`src/rtl/ecliptic_minmax_reduce_if.sv`:
```
// Handshake bundle for the streaming FP min/max reduction unit.
// The master side feeds operand beats and consumes the result;
// the slave side is the reduction unit itself.
interface ecliptic_minmax_reduce_if #(
    parameter int EXP_W  = 8,
    parameter int FRAC_W = 23,
    parameter int CNT_W  = 8
);
    localparam int W = 1 + EXP_W + FRAC_W;

    logic             req;
    logic             ready;
    logic [W-1:0]     src;
    logic             op;
    logic             last;
    logic             ack;
    logic             res_ready;
    logic [W-1:0]     res;
    logic             invalid;
    logic [CNT_W-1:0] count;

    modport master (
        output req, src, op, last, res_ready,
        input  ready, ack, res, invalid, count
    );

    modport slave (
        input  req, src, op, last, res_ready,
        output ready, ack, res, invalid, count
    );
endinterface

```
`src/rtl/ecliptic_minmax_reduce.sv`:
```
// Streaming floating-point min/max reduction.
// Folds a burst of operands with RISC-V FMIN/FMAX semantics (NaN operands
// are skipped, -0 orders below +0, sNaN raises invalid) and hands back one
// result. NaN payloads are never propagated: an all-NaN burst yields the
// canonical quiet NaN.
module ecliptic_minmax_reduce #(
    parameter int EXP_W  = 8,
    parameter int FRAC_W = 23,
    parameter int CNT_W  = 8
) (
    input  logic                     clk,
    input  logic                     nrst,
    ecliptic_minmax_reduce_if.slave  bus
);
    localparam int W = 1 + EXP_W + FRAC_W;
    localparam logic [W-1:0] CANON_NAN = {1'b0, {EXP_W{1'b1}}, 1'b1, {(FRAC_W-1){1'b0}}};
    localparam logic [CNT_W-1:0] CNT_ONE = {{(CNT_W-1){1'b0}}, 1'b1};

    typedef enum logic [1:0] {
        IDLE  = 2'b00,
        ACCUM = 2'b01,
        DONE  = 2'b10
    } state_t;

    state_t           state_r;
    state_t           next_state_s;
    logic             ready_s;
    logic             beat_s;
    logic [W-1:0]     next_acc_s;
    logic [W-1:0]     acc_r;
    logic             op_r;
    logic [CNT_W-1:0] count_r;
    logic             invalid_r;
    logic [W-1:0]     res_r;
    logic             ack_r;

    function automatic logic is_nan(input logic [W-1:0] v);
        return (&v[W-2:FRAC_W]) && (|v[FRAC_W-1:0]);
    endfunction

    function automatic logic is_snan(input logic [W-1:0] v);
        return is_nan(v) && !v[FRAC_W-1];
    endfunction

    // Strict IEEE "less than" on non-NaN operands, with -0 below +0.
    function automatic logic fp_lt(input logic [W-1:0] a, input logic [W-1:0] b);
        logic lt;
        if (a[W-1] != b[W-1]) begin
            lt = a[W-1];
        end else if (a[W-1] == 1'b0) begin
            lt = (a[W-2:0] < b[W-2:0]);
        end else begin
            lt = (a[W-2:0] > b[W-2:0]);
        end
        return lt;
    endfunction

    // Pairwise fold: NaNs are dropped in favour of the other operand.
    function automatic logic [W-1:0] fold(input logic [W-1:0] a, input logic [W-1:0] b,
                                          input logic is_max);
        logic [W-1:0] r;
        if (is_nan(a) && is_nan(b)) begin
            r = CANON_NAN;
        end else if (is_nan(a)) begin
            r = b;
        end else if (is_nan(b)) begin
            r = a;
        end else if (is_max) begin
            r = fp_lt(a, b) ? b : a;
        end else begin
            r = fp_lt(a, b) ? a : b;
        end
        return r;
    endfunction

    // State register.
    always_ff @(posedge clk or posedge nrst) begin
        if (nrst) begin
            state_r <= IDLE;
        end else begin
            state_r <= next_state_s;
        end
    end

    // Next-state, ready, beat acceptance and the folded accumulator value.
    always_comb begin
        next_state_s = state_r;
        ready_s      = 1'b0;
        beat_s       = 1'b0;
        next_acc_s   = acc_r;
        case (state_r)
            IDLE: begin
                ready_s = 1'b1;
                if (bus.req) begin
                    beat_s       = 1'b1;
                    next_acc_s   = bus.src;
                    next_state_s = bus.last ? DONE : ACCUM;
                end else begin
                    next_state_s = IDLE;
                end
            end
            ACCUM: begin
                ready_s = 1'b1;
                if (bus.req) begin
                    beat_s       = 1'b1;
                    next_acc_s   = fold(acc_r, bus.src, op_r);
                    next_state_s = bus.last ? DONE : ACCUM;
                end else begin
                    next_state_s = ACCUM;
                end
            end
            DONE: begin
                if (bus.res_ready) begin
                    next_state_s = IDLE;
                end else begin
                    next_state_s = DONE;
                end
            end
            default: begin
                next_state_s = IDLE;
            end
        endcase
    end

    // Accumulator, op latch, counters, flags and the registered result.
    always_ff @(posedge clk or posedge nrst) begin
        if (nrst) begin
            acc_r     <= {W{1'b0}};
            op_r      <= 1'b0;
            count_r   <= {CNT_W{1'b0}};
            invalid_r <= 1'b0;
            res_r     <= {W{1'b0}};
            ack_r     <= 1'b0;
        end else begin
            if (beat_s) begin
                acc_r <= next_acc_s;
                if (state_r == IDLE) begin
                    op_r      <= bus.op;
                    count_r   <= CNT_ONE;
                    invalid_r <= is_snan(bus.src);
                end else begin
                    count_r   <= (&count_r) ? count_r : count_r + CNT_ONE;
                    invalid_r <= invalid_r | is_snan(bus.src);
                end
                if (next_state_s == DONE) begin
                    res_r <= is_nan(next_acc_s) ? CANON_NAN : next_acc_s;
                end
            end
            ack_r <= (next_state_s == DONE);
        end
    end

    assign bus.ready   = ready_s;
    assign bus.ack     = ack_r;
    assign bus.res     = res_r;
    assign bus.invalid = invalid_r;
    assign bus.count   = count_r;
endmodule

```
`src/flat_wrapper.sv`:
```
// flat-port wrapper written by rule: the top's interface ports become plain ports
module ecliptic_minmax_reduce_flat 
#(
    parameter int EXP_W  = 8,
    parameter int FRAC_W = 23,
    parameter int CNT_W  = 8
)
  (clk, nrst, bus_req, bus_src, bus_op, bus_last, bus_res_ready, bus_ready, bus_ack, bus_res, bus_invalid, bus_count);
  ecliptic_minmax_reduce_if #(.EXP_W(EXP_W), .FRAC_W(FRAC_W), .CNT_W(CNT_W)) bus_i ();
  input  logic clk;
  input  logic nrst;
  input wire logic [$bits(bus_i.req)-1:0] bus_req;
  input wire logic [$bits(bus_i.src)-1:0] bus_src;
  input wire logic [$bits(bus_i.op)-1:0] bus_op;
  input wire logic [$bits(bus_i.last)-1:0] bus_last;
  input wire logic [$bits(bus_i.res_ready)-1:0] bus_res_ready;
  output wire logic [$bits(bus_i.ready)-1:0] bus_ready;
  output wire logic [$bits(bus_i.ack)-1:0] bus_ack;
  output wire logic [$bits(bus_i.res)-1:0] bus_res;
  output wire logic [$bits(bus_i.invalid)-1:0] bus_invalid;
  output wire logic [$bits(bus_i.count)-1:0] bus_count;
  assign bus_i.req = bus_req;
  assign bus_i.src = bus_src;
  assign bus_i.op = bus_op;
  assign bus_i.last = bus_last;
  assign bus_i.res_ready = bus_res_ready;
  assign bus_ready = bus_i.ready;
  assign bus_ack = bus_i.ack;
  assign bus_res = bus_i.res;
  assign bus_invalid = bus_i.invalid;
  assign bus_count = bus_i.count;
  ecliptic_minmax_reduce #(.EXP_W(EXP_W), .FRAC_W(FRAC_W), .CNT_W(CNT_W)) u_core (.clk(clk), .nrst(nrst), .bus(bus_i));
endmodule
```
`config.mk`:
```
export PLATFORM = sky130hd
export DESIGN_NAME = ecliptic_minmax_reduce_flat
export DESIGN_NICKNAME = d
export VERILOG_FILES = /design/src/rtl/ecliptic_minmax_reduce_if.sv /design/src/rtl/ecliptic_minmax_reduce.sv /design/src/flat_wrapper.sv
export SDC_FILE = /design/constraint.sdc
export NUM_CORES = 1
export LEC_CHECK = 0
export ABC_AREA = 1
export BUFFER_PORTS_ARGS = -buffer_cell sky130_fd_sc_hd__buf_4
export CAP_MARGIN = 20
export CORE_MARGIN = 4
export CORE_UTILIZATION = 39
export CTS_CLUSTER_SIZE = 28
export DETAILED_ROUTE_END_ITERATION = 12
export GPL_TIMING_DRIVEN = 0
export HOLD_SLACK_MARGIN = 0.12
export MAX_ROUTING_LAYER = met4
export PLACE_DENSITY = 0.6
export SKIP_LAST_GASP = 1
export SLEW_MARGIN = 30
export SYNTH_ARGS = -nofsm -noshare
export SYNTH_HDL_FRONTEND = slang
export SYNTH_SLANG_ARGS = --single-unit
```
`constraint.sdc`:
```
create_clock -name clk -period 5.6 [get_ports clk]
set_input_delay 0.56 -clock clk [delete_from_list [all_inputs] [get_ports clk]]
set_output_delay 0.56 -clock clk [all_outputs]
set_load 0.03 [all_outputs]
```
==> run metrics, run 1 <==
Slew HR 0.528; placed cell area 6450 um^2; CP Class reg -> reg; Leak 3.47 nW; Max VDD drop 0.000288 V; Setup Skew 0.00961 ns; Final Slew Violations 0; H-tree Lvls 3; Avg Inst Size Synth 7.11 um^2; global-route wire length before repair 29.4 mm; total of max-cap violations 0; count of port buffers added during placement 79; status complete, no violations; vias 5687; largest net degree at the start of global routing 47; Finished Cell Area 6770 um^2; unrepaired setup endpoints after global routing false; CTS tree yes; Die Y 128 um; Reg clk slew, reported paths 0.07 ns; Tmin final 3.46 ns; FF+latch count, synth 77; Final ANT Viol Nets 0; power per cell area 580 nW/um^2; final wirelength 18.2 mm; hold-fix buffers at CTS 0; most frequent cells in the layout 203 x nand2_1, 92 x nor2_1, 82 x buf_4; First-pass DRT Iterations 5; Synth cell types 41; Synth Warn # 0; fmax 289 MHz; worst hold path type in -> async; final setup fails 0; Final Hold Fails 0; Critical Path RT 5.89 ns; final period utilization 0.619; Cell Rows 43; count of cells resized by post-cts repair 0; initial antenna violation count 0; Post-Syn Nets 860; Finished Core Util 0.484; clock tree buffer depth 2; DRT iter0 DRCs 595; Total Neg Setup Slack 0 ns; core area 14000 um^2; Final #Nets 951; register area share after synthesis 0.344; initial core utilization 0.401; Inserted Clock Buffers 9; die width 128 um; Ports 81; Mapped Cells 788; Reg2Reg Setup Slack 2.14 ns; die area 16400 um^2; CP Capture Type flop; Power Total 3.93 mW; WL/cell 17.1 um; arrival time at the worst endpoint 3.76 ns; Worst Max-Slew Pin Slew 0.708 ns; ant diodes 0; Clock Latency Late Sink 0.35 ns; DR DRC count 0; CTS Sinks 77; global route overflow 0; area added between synthesis and finish 20.8%; commonest non-fill, non-tap cell in the layout nand2_1; largest fanout on the critical path 10; vias in the first global route 5480; post-DR vias/cell 5.34; CP Launch Type flop; total global-route track usage 0.236; Final Wtd Congestion 0.913; Cell Area, Synth 5600 um^2; ratio of cells with drive above 1 in the final layout 0.183; Detail Placement HPWL 13.6 mm; root buf cell clkbuf_16; Post-CTS Setup Inserts 0
## state kept, by name (all words and copies together), names as in the netlist
signal / count
u_core.bus.count: 8
u_core.acc_r: 32
u_core.op_r: 1
u_core.bus.res: 32
u_core.bus.ack: 1
u_core.bus.invalid: 1
u_core.state_r: 2
## synthesized netlist by cell type, drive strengths merged
| cell type | number | share of area |
|---|---|---|
| nand2 | 213 | 0.15 |
| nor2 | 97 | 0.067 |
| nand3 | 93 | 0.10 |
| inv | 79 | 0.053 |
| dfrtp | 77 | 0.34 |
| a21oi | 53 | 0.047 |
| ha | 34 | 0.076 |
| o21ai | 31 | 0.030 |
| buf | 19 | 0.026 |
| a211oi | 17 | 0.023 |
| clkbuf | 17 | 0.011 |
| nand4 | 14 | 0.016 |
| a22oi | 7 | 0.0094 |
| nor3 | 7 | 0.0071 |
| nor4 | 7 | 0.0078 |
| or2 | 4 | 0.0045 |
| o21a | 3 | 0.0040 |
| a21o | 2 | 0.0027 |
| clkinv | 2 | 0.0013 |
| o211ai | 2 | 0.0027 |
| o22ai | 2 | 0.0045 |
| a21boi | 1 | 0.0013 |
| a31oi | 1 | 0.0011 |
| a32o | 1 | 0.0018 |
| and3 | 1 | 0.0011 |
| nand3b | 1 | 0.0013 |
| o32ai | 1 | 0.0016 |
| xnor2 | 1 | 0.0016 |
| xor2 | 1 | 0.0016 |
## worst max-delay path, stage by stage, from the launching register on
cell,delay (ns)
dfrtp_1,0.44
ha_1,0.32
nand2_1,0.06
nor2_1,0.24
nand2_1,0.10
nand2_1,0.06
nand2_1,0.05
nand2_1,0.08
nand2_1,0.08
nand2_1,0.06
nand2_1,0.05
nand2_1,0.07
nand2_1,0.05
nand2_1,0.07
nand3_2,0.13
buf_2,0.25
nand3_1,0.09
nand3_1,0.08
nand2_1,0.07
nand2_1,0.10
nor2_1,0.11
nand2_1,0.09
nor2_2,0.17
nand3_2,0.13
nand2_4,0.15
buf_12,0.15
nand3_2,0.06
nand2_1,0.07
## where the power goes
group / internal [mW] / switching (mW)
Sequential: 0.804 / 0.247
Clock: 0.366 / 0.265
Combinational: 0.766 / 1.48
## kinds of logic after synthesis
| group | after synthesis | synth area share |
|---|---|---|
| AOI/OAI and AO/OA | 121 | 0.129 |
| xor gates and xnor gates | 2 | 0.00313 |
| adders and majority gates | 34 | 0.0759 |
| buffers and inverters | 117 | 0.0920 |
| DFF | 77 | 0.344 |
| and+or+nand+nor | 437 | 0.356 |
## area by class of cell
class | count | area [um^2]
repair buffers | 80 | 621
flip-flops and latches | 77 | 1930
clock buffers | 10 | 239
inverters | 81 | 309
plain buffers | 36 | 211
clock inverters | 6 | 77.6
fillers | 1445 | 7220
multi-input cells | 594 | 3160
well taps | 180 | 225
## layer usage
layer,share of wire,global-route usage
met1,0.47,0.323
met5,0,-
met4,0.021,0.0824
met3,0.063,0.0425
met2,0.45,0.352
## path summary, 6_finish.rpt
check | startpoint | end | depth (start not counted)
setup / recovery | u_core.acc_r[6] | u_core.bus.res[1] | 27
hold / removal | nrst | u_core.bus.res[0] | 2
setup reg to reg | u_core.acc_r[6] | u_core.bus.res[1] | 27
hold reg to reg | u_core.bus.res[28] | u_core.bus.res[28] | 2
max in group asynchronous | nrst | u_core.bus.count[0] | 3
min in group clk | bus_op | u_core.op_r | 3
## metrics by stage
stage | worst slack, ns | hold WS [ns] | cells
finish | 2.14 | 0.171 | 1064
global route | 1.74 | 0.189 | 1064
CTS | 2.15 | 0.174 | 1064
detailed placement | 1.87 | 0.466 | 1048
global placement | 1.88 | 0.467 | 1047
floorplan | 2.63 | 0.550 | 788
(Power assumes the default switching activity.)
==> inputs of run 2 (changes only) <==
Settings changed: ABC_AREA 1 to 0, PLACE_DENSITY 0.6 to 0.61.
Clock period 5.6 ns to 3.41 ns, I/O delays scaled along.
==> run 2 against run 1 <==
The flow now finishes with violations (setup timing); sequential cell count unchanged; die area decreased by 19%; wire length decreased by 20%; core utilization increased by 11 points; clock skew decreased by 0.00058 ns; register-to-register slack got worse by 2.6 ns.
==> run metrics, run 2 <==
status finished, violations left; failing checks setup timing; final setup fails 24 (+24); Yosys top cell area share 0.431 (+0.0869); PnR worst setup slack -0.453 ns (-2.59 ns); commonest cells in the netlist 95 x nand2_1, 77 x dfrtp_1, 51 x inv_1; unrepaired setup endpoints after global routing true; async set-reset flop share out of synthesis 1.00 (unchanged); Reg clk slew, reported paths 0.06 ns (about the same); R2R Path End u_core.bus.res[12]; Cell Rows 38 (-12%); final wirelength 14.5 mm (-20%); total global-route track usage 0.227 (-0.00914); Slew HR 0.437 (-0.0911); largest fanout on the critical path 5 (-5); CP Capture Type flop; Final ANT Viol Nets 0 (unchanged); root buf cell clkbuf_16; CTS Sinks 77 (unchanged); met2 wire len 6.91 mm (-16%); Setup Skew 0.00903 ns (-0.000582 ns); Worst Max-Slew Pin Slew 0.841 ns (+0.133 ns); Avg Inst Size Synth 8.93 um^2 (+26%); H-tree Lvls 3 (unchanged); Synth Warn # 0 (unchanged); hold_sp bus_res_ready; Inserted Clock Buffers 9 (unchanged); Critical R2R Launch u_core.acc_r[18]; FF+latch count, synth 77 (unchanged); worst hold path type in -> reg; Synth cell types 57 (+39%); hold endpoint u_core.bus.ack; Detail Placement HPWL 10.0 mm (-27%); R2R depth 15 (-44%); Die Y 115 um (-10%); Finished Cell Area 6570 um^2 (-3.0%); placed cell area 5290 um^2 (-18%); Mapped Cells 501 (-36%); Leak 3.09 nW (-11%); CP Class reg -> reg; total of max-cap violations 0 (unchanged); die area 13200 um^2 (-19%); Ports 81 (unchanged); arrival time at the worst endpoint 4.14 ns (+0.38 ns); core area 11000 um^2 (-21%); WL/cell 18.5 um (+8.5%); Final #Nets 710 (-25%); Max Used Layer met4; vias in the first global route 4300 (-22%); WL met1 6.62 mm (-22%); global route overflow 0 (unchanged); ranking of synthesized cells by area dfrtp_1 43%, ha_1 9.5%, nand2_1 8.0%; Max VDD drop 0.000421 V (+46%); post-synth top area cell dfrtp_1; largest net degree at the start of global routing 55 (+17%); First-pass DRT Iterations 5 (unchanged); clock tree buffer depth 2 (unchanged); final-layout fill cell count 976 (-32%); Tmin final 3.86 ns (+0.398 ns); Clock Latency Late Sink 0.35 ns (about the same); commonest non-fill, non-tap cell in the layout buf_4; ant diodes 0 (unchanged); top_reg_cell synth dfrtp_1; Final Slew Violations 0 (unchanged); count leader, synth nand2_1; most frequent cells in the layout 117 x buf_4, 93 x nand2_1, 73 x dfrtp_1; DRT iter0 DRCs 206 (-65%); global-route wire length before repair 22.5 mm (-24%); count of port buffers added during placement 79 (unchanged); area added between synthesis and finish 46.9%; fmax 259 MHz (-10%); ratio of cells with drive above 1 in the final layout 0.358 (+0.175); Final Hold Fails 0 (unchanged); initial antenna violation count 0 (unchanged); vias 4326 (-24%); CP Launch Type flop; Post-Syn Nets 573 (-33%); register area share after synthesis 0.431 (+0.0869); Reg2Reg Setup Slack -0.45 ns (-2.59 ns); Power Total 5.03 mW (+28%); DR DRC count 0 (unchanged); CTS tree yes; Hold Crit Depth 2; EDFF count, synth 0 (unchanged); Critical Path RT 3.69 ns (-2.20 ns); final period utilization 1.13 (+0.514); met3 WL 626 um (-45%); die width 115 um (-10%); initial core utilization 0.406 (+0.00489); Final Wtd Congestion 0.918 (+0.51%); Cell Area, Synth 4470 um^2 (-20%); post-DR vias/cell 5.53 (+3.5%); power per cell area 765 nW/um^2 (+32%)
run 2: cell types whose count changed after synthesis, sizes merged, moves of 23 or more:
cell / before / now
a21oi: 53 / 30
inv: 79 / 51
nand2: 213 / 95
nand3: 93 / 10
nor2: 97 / 26
run 2: area by class of cell:
type,instances,area (um^2),share of cell area
Clock buffer,10,239,0.0364
Timing Repair Buffer,127,1040,0.158
Inverter,51,199,0.0303
Tap cell,140,175,0.0267
Clock inverter,5,75.1,0.0114
Multi-Input combinational cell,353,2770,0.422
Sequential cell,77,1930,0.294
Buffer,19,138,0.0209
run 2: layer usage:
metal | track usage | vias to the layer above
met4 | 0.101 | 0
met1 | 0.302 | 2114
met5 | - | -
met2 | 0.340 | 120
li1 | - | 2063
met3 | 0.0379 | 29
run 2: power breakdown:
part	internal, mW	switching, mW
Clock	0.653	0.387
Combinational	1.11	1.36
Sequential	1.24	0.279
run 2: worst max path at each step:
stage,startpoint,end,slack [ns],cells after the start
floorplan,u_core.acc_r[25],u_core.bus.res[22],-0.06,14
global placement,bus_src[20],u_core.bus.res[10],-0.84,18
detailed placement,bus_src[20],u_core.bus.res[15],-0.86,18
CTS,u_core.acc_r[23],u_core.bus.res[22],-0.35,14
global route,u_core.acc_r[18],u_core.bus.res[9],-0.61,15
finish,u_core.acc_r[18],u_core.bus.res[12],-0.45,15
run 2: kinds of logic after synthesis:
logic type	count (synthesis)	synth area share
xor+xnor	1	0.00196
compound gates	128	0.205
simple gates	185	0.193
flops	77	0.431
mux	5	0.0115
fa+ha+maj	34	0.0951
buf+inv	71	0.0629
run 2: timing repair:
action                                  4_1_cts  5_1_grt
endpoints found under the setup margin       47       45
endpoints found under the hold margin        23        0
pin swaps                                    29       31
hold buffers                                  1        0
gates resized for setup                      62       47
buffers inserted                             30       16
cloned                                        1        1
run 2: worst max-delay path, stage by stage (launching register included):
cell and delay [ns]:
dfrtp_2 0.44, ha_4 0.29, nand4_1 0.21, buf_4 0.22, nor4_4 0.22, inv_1 0.12, a31oi_4 0.18, nor2_2 0.07
a211o_1 0.23, nand3b_1 0.19, nor2_4 0.09, a221o_1 0.40, or3b_1 0.40, o311a_4 0.43, clkbuf_16 0.19, a21oi_2 0.09
run 2: per-stage QoR:
step | hold WS (ns) | utilization | setup slack [ns] | TNS [ns] | instances
final | 0.172 | 0.596 | -0.453 | -7.08 | 782
after global routing | 0.181 | 0.596 | -0.611 | -10.64 | 782
after CTS | 0.162 | 0.561 | -0.352 | -5.47 | 767
after detailed placement | 0.309 | 0.479 | -0.857 | -25.46 | 721
after global placement | 0.465 | 0.476 | -0.837 | -25.18 | 720
after floorplan | 0.427 | - | -0.0592 | -0.360 | 501
